**config.mk**
```make
export PLATFORM = sky130hd
export DESIGN_NAME = local_mem_rw_engine
export DESIGN_NICKNAME = d
export VERILOG_FILES = /design/src/rtl/local_mem_rw_engine.sv
export SDC_FILE = /design/constraint.sdc
export NUM_CORES = 1
export LEC_CHECK = 0
export CAP_MARGIN = 10
export CORE_AREA = 10 10 501 503
export CTS_CLUSTER_DIAMETER = 120
export CTS_CLUSTER_SIZE = 25
export DETAILED_ROUTE_END_ITERATION = 8
export DIE_AREA = 0 0 511 513
export MAX_ROUTING_LAYER = met4
export PLACE_DENSITY = 0.43
export SLEW_MARGIN = 20
export SYNTH_ARGS = -nofsm -noshare
export SYNTH_HDL_FRONTEND = slang
export SYNTH_SLANG_ARGS = --single-unit
```
**constraint.sdc**
```tcl
create_clock -name clk -period 9.7 [get_ports clk]
set_clock_uncertainty 0.15 [all_clocks]
set_input_delay 0.97 -clock clk [delete_from_list [all_inputs] [get_ports clk]]
set_output_delay 0.97 -clock clk [all_outputs]
set_load 0.02 [all_outputs]
```
**src/rtl/local_mem_rw_engine.sv**
```systemverilog
// Write/read-back checker for one local memory bank over single-beat AXI-MM.
// Writes a seeded line pattern, reads it back, and reports mismatch/error status.
module local_mem_rw_engine #(
  parameter int unsigned ADDR_WIDTH         = 33,
  parameter int unsigned DATA_WIDTH         = 512,
  parameter int unsigned CNT_WIDTH          = 16,
  parameter int unsigned MAX_RD_OUTSTANDING = 16
) (
  input  logic                      clk,
  input  logic                      rst,
  input  logic                      start,
  input  logic [ADDR_WIDTH-1:0]     base_addr,
  input  logic [CNT_WIDTH-1:0]      num_lines,
  input  logic [31:0]               seed,
  output logic                      busy,
  output logic                      done,
  output logic                      pass,
  output logic [CNT_WIDTH-1:0]      err_count,
  output logic [ADDR_WIDTH-1:0]     first_err_addr,
  output logic                      awvalid,
  input  logic                      awready,
  output logic [ADDR_WIDTH-1:0]     awaddr,
  output logic [7:0]                awlen,
  output logic [2:0]                awsize,
  output logic                      wvalid,
  input  logic                      wready,
  output logic [DATA_WIDTH-1:0]     wdata,
  output logic [DATA_WIDTH/8-1:0]   wstrb,
  output logic                      wlast,
  input  logic                      bvalid,
  output logic                      bready,
  input  logic [1:0]                bresp,
  output logic                      arvalid,
  input  logic                      arready,
  output logic [ADDR_WIDTH-1:0]     araddr,
  output logic [7:0]                arlen,
  output logic [2:0]                arsize,
  input  logic                      rvalid,
  output logic                      rready,
  input  logic [DATA_WIDTH-1:0]     rdata,
  input  logic [1:0]                rresp
);

  localparam int unsigned BYTES = DATA_WIDTH / 8;
  localparam int unsigned WORDS = DATA_WIDTH / 32;
  localparam int unsigned OFF_W = $clog2(BYTES);
  localparam int unsigned OUT_W = $clog2(MAX_RD_OUTSTANDING + 1);
  localparam logic [ADDR_WIDTH-1:0] STRIDE   = ADDR_WIDTH'(BYTES);
  localparam logic [ADDR_WIDTH-1:0] OFF_MASK = ADDR_WIDTH'(BYTES - 1);
  localparam logic [OUT_W-1:0]      OUT_MAX  = OUT_W'(MAX_RD_OUTSTANDING);

  typedef enum logic [2:0] {S_IDLE, S_WR, S_WR_DRAIN, S_RD, S_DONE} state_t;

  state_t                state_q, state_d;
  logic [CNT_WIDTH-1:0]  num_q, num_d;
  logic [CNT_WIDTH-1:0]  wr_idx_q, wr_idx_d;
  logic [31:0]           wr_word_q, wr_word_d;
  logic [ADDR_WIDTH-1:0] awaddr_d;
  logic                  awvalid_d, wvalid_d, bready_d, arvalid_d, rready_d;
  logic [CNT_WIDTH-1:0]  b_cnt_q, b_cnt_d;
  logic [ADDR_WIDTH-1:0] b_addr_q, b_addr_d;
  logic [ADDR_WIDTH-1:0] araddr_d;
  logic [CNT_WIDTH-1:0]  issued_q, issued_d;
  logic [OUT_W-1:0]      outst_q, outst_d;
  logic [CNT_WIDTH-1:0]  rd_cnt_q, rd_cnt_d;
  logic [31:0]           rd_word_q, rd_word_d;
  logic [ADDR_WIDTH-1:0] rd_addr_q, rd_addr_d;
  logic                  busy_d, done_d, pass_d;
  logic [CNT_WIDTH-1:0]  err_d;
  logic [ADDR_WIDTH-1:0] first_err_d;

  logic                  aw_hs, w_hs, b_hs, ar_hs, r_hs, line_acc;
  logic                  b_err, r_err, ev;
  logic [ADDR_WIDTH-1:0] ev_addr, base_al;

  assign awlen  = 8'd0;
  assign arlen  = 8'd0;
  assign awsize = 3'(OFF_W);
  assign arsize = 3'(OFF_W);
  assign wstrb  = '1;
  assign wlast  = 1'b1;
  assign wdata  = {WORDS{wr_word_q}};

  assign aw_hs    = awvalid & awready;
  assign w_hs     = wvalid & wready;
  assign b_hs     = bvalid & bready;
  assign ar_hs    = arvalid & arready;
  assign r_hs     = rvalid & rready;
  // A line is finished once each channel has handshaken, now or earlier.
  assign line_acc = (!awvalid || awready) && (!wvalid || wready);
  assign base_al  = base_addr & ~OFF_MASK;

  assign b_err   = b_hs && (bresp != 2'b00);
  assign r_err   = r_hs && ((rresp != 2'b00) || (rdata != {WORDS{rd_word_q}}));
  assign ev      = b_err || r_err;
  assign ev_addr = b_err ? b_addr_q : rd_addr_q;

  // Next-state and next-output logic
  always_comb begin
    state_d     = state_q;
    num_d       = num_q;
    wr_idx_d    = wr_idx_q;
    wr_word_d   = wr_word_q;
    awaddr_d    = awaddr;
    awvalid_d   = awvalid;
    wvalid_d    = wvalid;
    b_cnt_d     = b_cnt_q;
    b_addr_d    = b_addr_q;
    araddr_d    = araddr;
    issued_d    = issued_q;
    outst_d     = outst_q;
    rd_cnt_d    = rd_cnt_q;
    rd_word_d   = rd_word_q;
    rd_addr_d   = rd_addr_q;
    pass_d      = pass;
    err_d       = err_count;
    first_err_d = first_err_addr;

    case (state_q)
      S_IDLE: begin
        if (start && !done) begin
          num_d       = num_lines;
          wr_idx_d    = '0;
          wr_word_d   = seed;
          rd_word_d   = seed;
          awaddr_d    = base_al;
          b_addr_d    = base_al;
          araddr_d    = base_al;
          rd_addr_d   = base_al;
          b_cnt_d     = '0;
          issued_d    = '0;
          outst_d     = '0;
          rd_cnt_d    = '0;
          pass_d      = 1'b0;
          err_d       = '0;
          first_err_d = '0;
          if (num_lines == '0) begin
            state_d = S_DONE;
          end else begin
            state_d   = S_WR;
            awvalid_d = 1'b1;
            wvalid_d  = 1'b1;
          end
        end
      end
      S_WR: begin
        awvalid_d = awvalid & ~awready;
        wvalid_d  = wvalid & ~wready;
        if (line_acc) begin
          wr_idx_d  = wr_idx_q + CNT_WIDTH'(1);
          awaddr_d  = awaddr + STRIDE;
          wr_word_d = wr_word_q + 32'd1;
          if (wr_idx_d == num_q) begin
            state_d = S_WR_DRAIN;
          end else begin
            awvalid_d = 1'b1;
            wvalid_d  = 1'b1;
          end
        end
      end
      S_WR_DRAIN: begin
        if (b_cnt_q == num_q) state_d = S_RD;
      end
      S_RD: begin
        if (r_hs && (rd_cnt_q + CNT_WIDTH'(1) == num_q)) state_d = S_DONE;
      end
      S_DONE: begin
        state_d = S_IDLE;
        pass_d  = (err_count == '0);
      end
      default: state_d = S_IDLE;
    endcase

    if (b_hs) begin
      b_cnt_d  = b_cnt_q + CNT_WIDTH'(1);
      b_addr_d = b_addr_q + STRIDE;
    end
    if (ar_hs) begin
      issued_d = issued_q + CNT_WIDTH'(1);
      araddr_d = araddr + STRIDE;
    end
    if (r_hs) begin
      rd_cnt_d  = rd_cnt_q + CNT_WIDTH'(1);
      rd_word_d = rd_word_q + 32'd1;
      rd_addr_d = rd_addr_q + STRIDE;
    end
    if (ar_hs && !r_hs)      outst_d = outst_q + OUT_W'(1);
    else if (!ar_hs && r_hs) outst_d = outst_q - OUT_W'(1);

    // At most one error event per cycle: B and R never overlap in time.
    if (ev) begin
      if (err_count != '1)     err_d       = err_count + CNT_WIDTH'(1);
      if (err_count == '0)     first_err_d = ev_addr;
    end

    bready_d  = (state_d == S_WR) || (state_d == S_WR_DRAIN);
    rready_d  = (state_d == S_RD);
    arvalid_d = (state_d == S_RD) && (issued_d < num_q) && (outst_d < OUT_MAX);
    busy_d    = (state_d != S_IDLE);
    done_d    = (state_q == S_DONE);
  end

  // State and output registers
  always_ff @(posedge clk) begin
    if (rst) begin
      state_q        <= S_IDLE;
      num_q          <= '0;
      wr_idx_q       <= '0;
      wr_word_q      <= '0;
      awaddr         <= '0;
      awvalid        <= 1'b0;
      wvalid         <= 1'b0;
      bready         <= 1'b0;
      b_cnt_q        <= '0;
      b_addr_q       <= '0;
      arvalid        <= 1'b0;
      araddr         <= '0;
      issued_q       <= '0;
      outst_q        <= '0;
      rready         <= 1'b0;
      rd_cnt_q       <= '0;
      rd_word_q      <= '0;
      rd_addr_q      <= '0;
      busy           <= 1'b0;
      done           <= 1'b0;
      pass           <= 1'b0;
      err_count      <= '0;
      first_err_addr <= '0;
    end else begin
      state_q        <= state_d;
      num_q          <= num_d;
      wr_idx_q       <= wr_idx_d;
      wr_word_q      <= wr_word_d;
      awaddr         <= awaddr_d;
      awvalid        <= awvalid_d;
      wvalid         <= wvalid_d;
      bready         <= bready_d;
      b_cnt_q        <= b_cnt_d;
      b_addr_q       <= b_addr_d;
      arvalid        <= arvalid_d;
      araddr         <= araddr_d;
      issued_q       <= issued_d;
      outst_q        <= outst_d;
      rready         <= rready_d;
      rd_cnt_q       <= rd_cnt_d;
      rd_word_q      <= rd_word_d;
      rd_addr_q      <= rd_addr_d;
      busy           <= busy_d;
      done           <= done_d;
      pass           <= pass_d;
      err_count      <= err_d;
      first_err_addr <= first_err_d;
    end
  end

endmodule

```
* Word level (Yosys, flattened, before mapping) *
Index checks and enable logic that the tools add are counted.

cells by class
  add/subtract/negate cells = 13
  multiply operators = 0
  div/mod/pow operators = 0
  order comparisons = 2
  equal/unequal tests = 15
  shifts and indexed selects = 0
  multiplexer cells = 51
  bitwise gates (word level) = 7
  reductions and logical operators = 40

operators with widths
  kind                                                 count
  inequality test 512 bit                              1
  two-way mux 33 bit                                   11
  two-way mux 16 bit                                   12
  adder 33 x 7 -> 33 bit, second input constant        4
  two-way mux 32 bit                                   4
  adder 16 x 1 -> 16 bit, second input constant        5
  case mux 33 bit (2 select lines)                     1
  adder 32 x 1 -> 32 bit, second input constant        2
  case mux 32 bit (2 select lines)                     1
  equality test 16 bit                                 3
  logical NOT 16 bit                                   2
  case mux 16 bit (2 select lines)                     1
  two-way mux 5 bit                                    4
  nonzero test 2 bit                                   10
  two-way mux 3 bit                                    6
  < comparator 16 bit                                  1
  inequality test 16 bit, second input constant        1
  equality test 3 x 2 -> 1 bit, second input constant  4
  case mux 3 bit (4 select lines)                      1
  AND reduction 2 bit                                  5
  logical AND 1 bit                                    9
  two-way mux 1 bit                                    7
  equality test 3 x 1 -> 1 bit, second input constant  2
  inequality test 2 bit, second input constant         3
  other kinds (12)                                     28

word-level totals
  register bits after elaboration = 341
  bits in latches = 0
  RAM bits = 0
  memory bits (read-only) = 0
  input port bits = 605
  output and inout bits = 722
  word-level logic and storage cells = 151
  memories kept = 0

* Depth between registers and ports, before layout *
Gate-level depths: netlist of run 1.

  depth in word-level cells = 8
  mapped depth = 17
  gate-level depth less buffers = 17

* Worst setup path after synthesis of run 1 *
Ideal clock, no wire load.

  path type = input port to flip-flop
  start point = input rdata[50]
  end point = register first_err_addr[29]
  setup time = 123 ps
  arrival = 3,559 ps
  data required time = 9,427 ps
  path slack = 5,868 ps
  cell stages on the path = 10
  buffers on the path = 1
  path through = or4_1 mux2i_1 nand3_1 or3_1 or4_4 nor4_2 a21oi_2 nand2_2 buf_2 mux2_1

between the ends
  longest elaborated chain between the ends = 5

ends and longest elaborated chain
  item                     line  RTL
  start: declaration       40    input logic [DATA_WIDTH-1:0] rdata,
  inequality test 512 bit  94    assign r_err = r_hs && ((rresp != 2'b00) || (rdata != {WORDS{rd_word_q}}));
  logical OR 1 bit         94
  logical AND 1 bit        94
  logical OR 1 bit         95    assign ev = b_err || r_err;
  two-way mux 33 bit       191   if (ev) begin
  end signal: assignment   252   first_err_addr <= first_err_d;
  end: declaration         19    output logic [ADDR_WIDTH-1:0] first_err_addr,

Every way passes these cells.
A chain may end at the register's enable or synchronous reset.

* Worst setup path in the final report of run 1 *
  start point = register rd_word_q[9]
  end point = register first_err_addr[13]

between the ends
  longest elaborated chain between the ends = 5

ends and longest elaborated chain
  item                      line  RTL
  start: declaration        66    logic [31:0] rd_word_q, rd_word_d;
  start signal: assignment  246   rd_word_q <= rd_word_d;
  inequality test 512 bit   94
  logical OR 1 bit          94
  logical AND 1 bit         94
  logical OR 1 bit          95
  two-way mux 33 bit        191

Every way passes these cells.

==> results of run 1 <==
==> per-layer routing <==
metal | global-route usage (%) | share of wire, %
met5 | - | 0
met4 | 6.80 | 4.7
met3 | 3.60 | 7.1
met2 | 30.4 | 48
met1 | 21.0 | 40
==> final cells by class <==
cell class / count / area, um2
fill: 27200 / 200000
multi-input combinational: 2721 / 16300
timing repair buffer: 1308 / 12900
sequential: 317 / 6380
tap: 3185 / 3990
clock buffer: 22 / 497
inverter: 77 / 290
clock inverter: 7 / 140
antenna: 40 / 100
==> worst min-delay path by stage <==
stage | from | endpoint | slack (ns) | cells after the start
after floorplan | rd_addr_q[31] | rd_addr_q[31] | 0.30 | 2
final | first_err_addr[0] | first_err_addr[0] | 0.34 | 1
after global routing | first_err_addr[1] | first_err_addr[1] | 0.36 | 1
after CTS | first_err_addr[1] | first_err_addr[1] | 0.34 | 1
after detailed placement | first_err_addr[1] | first_err_addr[1] | 0.32 | 1
after global placement | rd_word_q[31] | rd_word_q[31] | 0.32 | 2
==> power by group <==
part,internal (mW),switching (mW),total [mW]
clock,0.438,0.558,0.996
combinational,0.911,1.39,2.30
sequential,1.38,0.230,1.61
total,2.73,2.18,4.91
==> through the flow <==
step	std cells	hold slack, ns
global route	7662	0.359
finish	7677	0.339
CTS	7637	0.341
detailed placement	7608	0.324
floorplan	3922	0.304
global placement	7608	0.318
==> layout by cell type (no fill, tap or decap), types with 97 or more instances in the layout <==
| cell type | Yosys | final |
|---|---|---|
| sky130_fd_sc_hd__nand3_1 | 139 | 138 |
| sky130_fd_sc_hd__a21oi_1 | 234 | 234 |
| sky130_fd_sc_hd__o21ai_0 | 198 | 197 |
| sky130_fd_sc_hd__xnor2_1 | 111 | 111 |
| sky130_fd_sc_hd__nand2_1 | 272 | 269 |
| sky130_fd_sc_hd__clkdlybuf4s50_1 | 0 | 1220 |
| sky130_fd_sc_hd__nor2_1 | 392 | 389 |
| sky130_fd_sc_hd__nor3_1 | 108 | 107 |
| sky130_fd_sc_hd__nand2b_1 | 112 | 112 |
| sky130_fd_sc_hd__dfxtp_1 | 317 | 289 |
| sky130_fd_sc_hd__conb_1 | 2 | 99 |
| sky130_fd_sc_hd__and3_1 | 98 | 97 |
==> critical path: stages, from the launching register on <==
cell and delay, ns:
sky130_fd_sc_hd__dfxtp_1 0.35, sky130_fd_sc_hd__buf_4 0.26, sky130_fd_sc_hd__inv_2 0.42, sky130_fd_sc_hd__o211ai_1 0.28
sky130_fd_sc_hd__nor4_1 0.97, sky130_fd_sc_hd__nand4_1 0.37, sky130_fd_sc_hd__nor4_1 0.68, sky130_fd_sc_hd__nor4b_2 0.31
sky130_fd_sc_hd__buf_4 0.23, sky130_fd_sc_hd__a21oi_2 0.22, sky130_fd_sc_hd__nand2_2 0.78, sky130_fd_sc_hd__mux2_1 0.39
==> flip-flops by register name, summed over array words and instances (netlist names) <==
| register | cells |
|---|---|
| rd_word_q | 32 |
| araddr | 27 |
| outst_q | 5 |
| pass | 1 |
| arvalid | 1 |
| wvalid | 1 |
| num_q | 16 |
| err_count | 16 |
| rready | 1 |
| state_q | 3 |
| rd_addr_q | 27 |
| issued_q | 16 |
| b_cnt_q | 16 |
| done | 1 |
| rd_cnt_q | 16 |
| awvalid | 1 |
| b_addr_q | 27 |
| wr_idx_q | 16 |
| awaddr | 27 |
| busy | 1 |
| bready | 1 |
| first_err_addr | 33 |
| wr_word_q | 32 |
==> cells by family (layout without fill, tap and decap cells) <==
| logic type | count (synthesis) | after routing | synth area share (%) |
|---|---|---|---|
| buf+inv | 884 | 1414 | 20.0 |
| fa+ha+maj | 29 | 29 | 1.31 |
| compound gates | 904 | 904 | 21.4 |
| xor+xnor | 187 | 187 | 5.91 |
| mux | 72 | 72 | 2.74 |
| simple gates | 1430 | 1430 | 25.7 |
| flops | 317 | 317 | 22.9 |
| other cells | 2 | 139 | 0.0271 |
==> flow_metrics.tcl, run 1 <==
set metrics [dict create \
    cts-root-to-sink-buffers 3 \
    remaining_drc_errors 0 \
    detailed_route_wl_mm 246 \
    setup_total_negative_slack_ns 0 \
    worst-r2r-cell-count 11 \
    stdcell_area_um2 40500 \
    final_layout_size_suffix_gt1_share_pct 4.38 \
    cts.sinks 317 \
    finish.net_count 5078 \
    drt_first_iter_violations 3389 \
    floorplan.initialDensity_pct 11.5 \
    result_of_the_run "finished, final reports clean" \
    area_growth_pct 46.3 \
    row_count 180 \
    ys_ff_latch 317 \
    clock_tree_from_tritoncts "built" \
    standard_cell_area_after_detailed_placement_um2 39800 \
    synthesis.area_per_instance_um2 7.24 \
    htree_num_levels 1 \
    vias_per_instance 4.25 \
    post_synth_inst_count 3825 \
    vias_in_the_first_global_route 31200 \
    die_y_um 513 \
    grt_pass1_wl_mm 315 \
    cp-start-kind "register" \
    crit_type "reg -> reg" \
    maxSlewHeadroom_pct 20.4 \
    dieWidth_um 511 \
    synth_most_common_cell "sky130_fd_sc_hd__buf_4" \
    crit-reg2reg-launch "rd_word_q[9]" \
    ys_async_sr_fraction_pct 0 \
    antenna_violations_before_repair 90 \
    synth.cell_area_um2 27700 \
    r2r_end "first_err_addr[13]" \
    setup_ws_ns 4.07 \
    io_pins 1327 \
    post_cts.resized_instances 0 \
    drv_slew 0 \
    critPathRequiredTime_ns 9.98 \
    netlist.top_cell.by_area "sky130_fd_sc_hd__dfxtp_1" \
    yosys_warnings 0 \
    dr_total_vias 32600 \
    final_util_pct 16.9 \
    num_cts_buffers 19 \
    power_per_cell_area_nw_per_um2 121 \
    insertion_delay_of_the_later_clocked_pin_in_the_worst_skew_pair_ns 0.58 \
    dieArea_um2 262000 \
    worst-slew-pin-transition_ns 1.18 \
    synth_top_area_share_pct 22.9 \
    hold_violations 0 \
    grt_start_max_net_pins 84 \
    crit_path_time_final_ns 5.63 \
    final_antenna_net_count 0 \
    worst-path-max-fanout 33 \
    timing.final.crit_share_pct 58.1 \
    number_of_synthesized_flops_with_an_enable_pin 0 \
    final_setup_violation_count 0 \
    critical_path.endpoint_type "register" \
    place.port_buffers 1221 \
    dominant_register_cell_in_the_synthesized_netlist "sky130_fd_sc_hd__dfxtp_1" \
    grt_overflow 0 \
    global_route.usage.total_pct 18.0 \
    cts.reportedPaths.clkPinSlew_ns 0.12 \
    worstHoldPathType "reg -> reg" \
    dp.final_hpwl_mm 204 \
    drt_pass1_iterations 6 \
    maxClockFrequency_ghz 0.178 \
    timing.critical_path.arrival_ns 5.91 \
    crit_path_start "rd_word_q[9]" \
    seq_area_frac_synth_pct 22.9 \
    post_synth_num_cell_types 82 \
    cts_root_buffer "sky130_fd_sc_hd__clkbuf_16" \
    place.gp.congestion 0.987 \
    total_power_mw 4.91 \
    synth.top_cells.by_area "sky130_fd_sc_hd__dfxtp_1, sky130_fd_sc_hd__buf_4, sky130_fd_sc_hd__nor2_1, sky130_fd_sc_hd__a21oi_1, sky130_fd_sc_hd__nand2_1" \
    rsz0062_at_grt "no" \
    rrSetupSlack_ns 4.07 \
    crit_path_end "first_err_addr[13]" \
    yosys-top-cells-count "sky130_fd_sc_hd__buf_4, sky130_fd_sc_hd__nor2_1, sky130_fd_sc_hd__dfxtp_1, sky130_fd_sc_hd__nand2_1, sky130_fd_sc_hd__a21oi_1" \
    power.static_leakage_nw 13.6 \
    fp.coreArea_um2 240000 \
    power.ir.vdd_worst_v 0.0000964 \
    postCtsSetupBuffers 0 \
    place_worst_setup_slack_ns 3.68 \
    wire_length_per_cell_um 32.0 \
    cap_viol_max_count 0 \
    cts.hold.buffers_added 0 \
]
Power figures use the tool's default switching activity.
==> run 2, diff against run 1 <==
==> constraint.sdc (replaced) <==
create_clock -name clk -period 5.64 [get_ports clk]
set_clock_uncertainty 0.15 [all_clocks]
set_input_delay 0.564 -clock clk [delete_from_list [all_inputs] [get_ports clk]]
set_output_delay 0.564 -clock clk [all_outputs]
set_load 0.02 [all_outputs]
==> run 2 against run 1 <==
Net effect:
- clock power up 71%
- non-clock buffer count up 47
- total power up 72%
- largest power group unchanged
- largest cell class unchanged
- highest routed layer unchanged
- register-to-register slack worse by 3.6 ns
- wire length down 0.63%
- worst setup slack worse by 3.6 ns
==> flow_metrics.tcl, run 2 (synthesis gave the netlist of run 1 again) <==
set metrics [dict create \
    io_pins 1327 \
    finish.net_count 5125 \
    clock_tree_from_tritoncts "built" \
    grt_pass1_wl_mm 315 \
    cts.sinks 317 \
    grt_start_max_net_pins 181 \
    max_flop_register "first_err_addr" \
    power.ir.vdd_worst_v 0.000192 \
    fillCellCount 27100 \
    stdcell_area_um2 41000 \
    postCtsSetupBuffers 0 \
    global_route.usage.total_pct 17.9 \
    largest_register_ffs 33 \
    final_common_cell "sky130_fd_sc_hd__clkdlybuf4s50_1" \
    worst-slew-pin-transition_ns 1.21 \
    maxClockFrequency_ghz 0.195 \
    timing.critical_path.arrival_ns 5.47 \
    worstHoldPathType "in -> reg" \
    die_y_um 513 \
    remaining_drc_errors 0 \
    hold_violations 0 \
    crit_path_frequent_cell "sky130_fd_sc_hd__buf_4" \
    busiest_metal_layer_after_global_routing "met2" \
    cts.hold.buffers_added 0 \
    fp.coreArea_um2 240000 \
    num_cts_buffers 19 \
    vias_in_the_first_global_route 31600 \
    global_route.usage.met2_pct 30.0 \
    cp-start-kind "register" \
    use_met1_pct 21.0 \
    final_layout_size_suffix_gt1_share_pct 5.38 \
    area_growth_pct 47.9 \
    final_antenna_net_count 0 \
    timing.critical_path.max_delay_family "simple AND/OR/NAND/NOR gates" \
    cap_viol_max_count 0 \
    dp.final_hpwl_mm 206 \
    grt_overflow 0 \
    p_clk_share_pct 20.1 \
    seq_power_share_pct 33.1 \
    crit_type "reg -> reg" \
    switching_power_as_a_share_of_total_power_pct 44.6 \
    cts_root_buffer "sky130_fd_sc_hd__clkbuf_16" \
    groute.layer.met3.usage_pct 3.34 \
    timing.final.crit_share_pct 90.9 \
    dieArea_um2 262000 \
    p_comb_share_pct 46.8 \
    final_setup_violation_count 0 \
    drt_pass1_iterations 6 \
    floorplan.initialDensity_pct 11.5 \
    drv_slew 0 \
    setup_total_negative_slack_ns 0 \
    crit_path_time_final_ns 5.12 \
    dieWidth_um 511 \
    result_of_the_run "finished, final reports clean" \
    cts-root-to-sink-buffers 3 \
    vias_per_instance 4.27 \
    crit_path_max_incr_delay_ns 1.10 \
    power.static_leakage_nw 13.8 \
    critical_path.endpoint_type "register" \
    post_cts.resized_instances 0 \
    place.port_buffers 1221 \
    wire_length_per_cell_um 31.6 \
    critPathRequiredTime_ns 5.98 \
    htree_num_levels 1 \
    worst-path-max-fanout 28 \
    layout_common_cells "sky130_fd_sc_hd__clkdlybuf4s50_1, sky130_fd_sc_hd__nor2_1, sky130_fd_sc_hd__dfxtp_1" \
    row_count 180 \
    power_per_cell_area_nw_per_um2 206 \
    drt_first_iter_violations 3707 \
    rsz0062_at_grt "no" \
    critical_path.cell_chain "xor2_1, a21oi_2, buf_4, nand4_1, nor3_1, nand4_1, buf_4, nor4_2, buf_4, a21oi_2, nand2_2, buf_12, mux2_1" \
    cp_slowest_cell "sky130_fd_sc_hd__dfxtp_1" \
    crit_buf_inv 4 \
    intPower_mw 4.68 \
    maxSlewHeadroom_pct 19.4 \
    cts.reportedPaths.clkPinSlew_ns 0.12 \
    power_switching_mw 3.77 \
    place.gp.congestion 1.05 \
    insertion_delay_of_the_later_clocked_pin_in_the_worst_skew_pair_ns 0.61 \
    dr_total_vias 33000 \
    standard_cell_area_after_detailed_placement_um2 40200 \
    biggestRegsByFlops "first_err_addr: 33 flops, rd_word_q: 32 flops, wr_word_q: 32 flops" \
    antenna_violations_before_repair 75 \
    detailed_route_wl_mm 244 \
]
run 2: cell types whose count changed in the layout (fill, tap and decap cells not counted), sizes merged:
cell,delta
clkinv,+3
clkbuf,-1
diode,+8
buf,+47
bufinv,-1
run 2: worst paths after layout:
check                startpoint                  to  slack [ns]  depth (start not counted)
setup / recovery  rd_word_q[20]  first_err_addr[12]        0.52                         13
hold / removal              rst          awaddr[27]        0.29                          2
setup reg to reg  rd_word_q[20]  first_err_addr[12]        0.52                         13
hold reg to reg            pass                pass        0.33                          2
run 2: layout make-up:
type / count / area (um2) / area share, %
Inverter: 77 / 290 / 0.709
Clock buffer: 21 / 483 / 1.18
Antenna cell: 48 / 120 / 0.293
Clock inverter: 9 / 140 / 0.342
Timing Repair Buffer: 1355 / 13300 / 32.5
Multi-Input combinational cell: 2721 / 16300 / 39.7
Sequential cell: 317 / 6380 / 15.6
Tap cell: 3185 / 3990 / 9.73
run 2: through the flow:
step | instances | util (%) | power, mW | hold WS (ns) | setup slack [ns]
floorplan | 3922 | - | 4.78 | 0.304 | 2.21
global placement | 7655 | 16.7 | 6.83 | 0.317 | 0.111
detailed placement | 7655 | 16.7 | 6.83 | 0.321 | 0.0208
CTS | 7685 | 17.0 | 8.56 | 0.285 | 0.158
global route | 7711 | 17.0 | 8.79 | 0.302 | 0.173
finish | 7733 | 17.0 | 8.45 | 0.294 | 0.515
run 2: power groups by stage:
stage,registers [mW],logic [mW],clock network [mW]
6_report,2.80,3.96,1.70
3_5_place_dp,2.86,3.97,0
2_1_floorplan,2.68,2.10,0
4_1_cts,2.81,3.98,1.77
5_1_grt,2.83,4.12,1.83
3_3_place_gp,2.85,3.97,0
run 2: layer usage:
metal | share of wire (%) | routed length, um
met5 | 0 | 0
met4 | 4.9 | 12100
met3 | 7.2 | 17500
met2 | 48 | 117000
met1 | 40 | 97600
==> run 3, diff against run 2 <==
--- a/config.mk
+++ b/config.mk
@@ -5,14 +5,15 @@
 export SDC_FILE = /design/constraint.sdc
 export NUM_CORES = 1
 export LEC_CHECK = 0
+export ABC_AREA = 1
 export CAP_MARGIN = 10
-export CORE_AREA = 10 10 501 503
+export CORE_AREA = 10 10 509 511
 export CTS_CLUSTER_DIAMETER = 120
 export CTS_CLUSTER_SIZE = 25
 export DETAILED_ROUTE_END_ITERATION = 8
-export DIE_AREA = 0 0 511 513
+export DIE_AREA = 0 0 519 521
 export MAX_ROUTING_LAYER = met4
-export PLACE_DENSITY = 0.43
+export PLACE_DENSITY = 0.44
 export SLEW_MARGIN = 20
 export SYNTH_ARGS = -nofsm -noshare
 export SYNTH_HDL_FRONTEND = slang
==> run 3 against run 2 <==
Net effect:
- final cell count rose by 23%
- total power rose by 0.58%
- clock power about the same
- sequential share of layout area fell by 1.3 points
- critical endpoint is now err_count[15]
- largest cell class unchanged
==> flow_metrics.tcl, run 3 <==
set metrics [dict create \
    vias_per_instance 4.05 \
    rsz0062_at_grt "no" \
    remaining_drc_errors 0 \
    power.static_leakage_nw 18.1 \
    cap_viol_max_count 0 \
    drt_first_iter_violations 3460 \
    cts_root_buffer "sky130_fd_sc_hd__clkbuf_16" \
    number_of_synthesized_flops_with_an_enable_pin 0 \
    dr_total_vias 38400 \
    setup_total_negative_slack_ns 0 \
    dominant_register_cell_in_the_synthesized_netlist "sky130_fd_sc_hd__dfxtp_1" \
    fp.coreArea_um2 248000 \
    floorplan.initialDensity_pct 13.0 \
    drt_pass1_iterations 8 \
    insertion_delay_of_the_later_clocked_pin_in_the_worst_skew_pair_ns 0.60 \
    dp.final_hpwl_mm 204 \
    critPathRequiredTime_ns 6.03 \
    postCtsSetupBuffers 0 \
    timing.critical_path.arrival_ns 5.02 \
    area_growth_pct 39.4 \
    cp-start-kind "register" \
    final_layout_size_suffix_gt1_share_pct 3.74 \
    critical_path.cell_chain "inv_1, nand2_1, nand4_1, nor2_1, nand2_1, nor2_1, nand2_1, nor2_1, nand2_1, nor2_1, nand3_1, buf_4, nand2_4, nand2_4, nor2_1, nand2_1, nand2_1" \
    crit-reg2reg-launch "rd_word_q[5]" \
    clock_tree_from_tritoncts "built" \
    worst-slew-pin-transition_ns 1.12 \
    post_cts.resized_instances 0 \
    cts.reportedPaths.clkPinSlew_ns 0.12 \
    synth.cell_area_um2 32200 \
    cts.sinks 317 \
    worst-path-max-fanout 45 \
    yosys_warnings 0 \
    place.port_buffers 1221 \
    worstHoldPathType "in -> reg" \
    seq_area_frac_synth_pct 19.7 \
    row_count 183 \
    finish.net_count 6749 \
    ys_async_sr_fraction_pct 0 \
    htree_num_levels 1 \
    global_route.usage.total_pct 17.7 \
    io_pins 1327 \
    yosys-top-cells-count "sky130_fd_sc_hd__nand2_1, sky130_fd_sc_hd__inv_1, sky130_fd_sc_hd__buf_4, sky130_fd_sc_hd__nor2_1, sky130_fd_sc_hd__dfxtp_1" \
    final_setup_violation_count 0 \
    cts-root-to-sink-buffers 3 \
    vias_in_the_first_global_route 37000 \
    grt_pass1_wl_mm 329 \
    biggestRegsByFlops "first_err_addr: 33 flops, rd_word_q: 32 flops, wr_word_q: 32 flops" \
    synth_most_common_cell "sky130_fd_sc_hd__nand2_1" \
    power.ir.vdd_worst_v 0.000178 \
    largest_register_ffs 33 \
    post_synth_inst_count 5506 \
    finalHoldWorstSlack_ns 0.232 \
    drv_slew 0 \
    crit_path_frequent_cell "sky130_fd_sc_hd__nand2_1" \
    synth_top_area_share_pct 19.7 \
    crit_path_start "rd_word_q[5]" \
    crit_path_max_incr_delay_ns 0.71 \
    max_flop_register "first_err_addr" \
    worst_hold_startpoint "rst" \
    post_synth_num_cell_types 57 \
    num_cts_buffers 19 \
    place.gp.congestion 0.962 \
    crit_path_time_final_ns 4.63 \
    synthesis.area_per_instance_um2 5.84 \
    synth.top_cells.by_area "sky130_fd_sc_hd__dfxtp_1, sky130_fd_sc_hd__nand2_1, sky130_fd_sc_hd__buf_4, sky130_fd_sc_hd__inv_1, sky130_fd_sc_hd__nor2_1" \
    maxClockFrequency_ghz 0.216 \
    cts.hold.buffers_added 0 \
    cp_slowest_cell "sky130_fd_sc_hd__dfxtp_2" \
    maxSlewHeadroom_pct 24.9 \
    ys_ff_latch 317 \
    grt_start_max_net_pins 74 \
    final_antenna_net_count 0 \
    layout_common_cells "sky130_fd_sc_hd__nand2_1, sky130_fd_sc_hd__clkdlybuf4s50_1, sky130_fd_sc_hd__inv_1" \
    final_common_cell "sky130_fd_sc_hd__nand2_1" \
    result_of_the_run "finished, final reports clean" \
    die_y_um 521 \
    detailed_route_wl_mm 249 \
    dieWidth_um 519 \
    dieArea_um2 270000 \
    timing.final.crit_share_pct 82.1 \
    crit_type "reg -> reg" \
    antenna_violations_before_repair 72 \
    wire_length_per_cell_um 26.2 \
    power_per_cell_area_nw_per_um2 190 \
    critical_path.endpoint_type "register" \
    netlist.top_cell.by_area "sky130_fd_sc_hd__dfxtp_1" \
    hold_violations 0 \
    grt_overflow 0 \
]
==> run 3: cell count changes in the layout (fill, tap and decap cells not counted), moves of 77 or more <==
cell and delta:
sky130_fd_sc_hd__nand2_1 +1371, sky130_fd_sc_hd__inv_1 +645, sky130_fd_sc_hd__nand2b_1 -112, sky130_fd_sc_hd__and3_1 -96, sky130_fd_sc_hd__nand4_1 +90, sky130_fd_sc_hd__nand3_1 +89, sky130_fd_sc_hd__nor4_1 -77
==> run 3: final timing paths <==
kind	cells after the start	slack, ns	endpoint
worst min-delay path	2	0.23	b_addr_q[25]
worst max register to register	17	1.01	err_count[15]
worst min register to register	2	0.30	first_err_addr[1]
worst max-delay path	17	1.01	err_count[15]
==> run 3: cells by family after synthesis <==
family          count (synthesis)  synth area share, %
flops                         317                 19.7
fa+ha+maj                      29                 1.13
compound gates                752                 13.0
xor+xnor                      241                 6.61
simple gates                 2619                 33.9
buf+inv                      1546                 25.7
other cells                     2               0.0234
==> run 3: power breakdown <==
part | total [mW] | internal (mW) | switching, mW
logic | 3.96 | 1.59 | 2.37
registers | 2.82 | 2.37 | 0.449
clock network | 1.72 | 0.715 | 1.01
total | 8.50 | 4.68 | 3.83
==> run 3: cell type report <==
cell class                 count  area (um2)
timing repair buffer        1297       12800
clock inverter                 9         135
antenna                       35        87.6
inverter                     740        2780
tap                         3330        4170
clock buffer                  21         493
fill                       28700      203000
multi-input combinational   3740       18000
sequential                   317        6390
==> run 3: metal layers <==
metal  vias up  global-route usage [%]  share of wire [%]
met5         -                       -                  0
met4         0                    5.79                4.2
met3       301                    3.12                6.3
met2      1715                    30.9                 49
met1     18500                    20.4                 40
li1      17900                       -                  -
==> run 3: through the flow <==
| stage | cells | instance area, um2 | setup slack, ns | util (%) | total power [mW] |
|---|---|---|---|---|---|
| after floorplan | 5603 | 32500 | 2.68 | - | 4.96 |
| after global placement | 9424 | 44100 | 0.858 | 17.8 | 6.85 |
| after detailed placement | 9424 | 44100 | 0.869 | 17.8 | 6.86 |
| after CTS | 9454 | 44700 | 0.907 | 18.0 | 8.63 |
| after global routing | 9477 | 44800 | 0.834 | 18.1 | 8.91 |
| final | 9489 | 44800 | 1.01 | 18.1 | 8.50 |
==> run 3: critical path, delay by kind of cell, from the launching register on <==
kind                   cells  cell delay, ns
flip-flops                 1            0.71
buffers and inverters      2            0.70
AND/OR/NAND/NOR           15            2.94
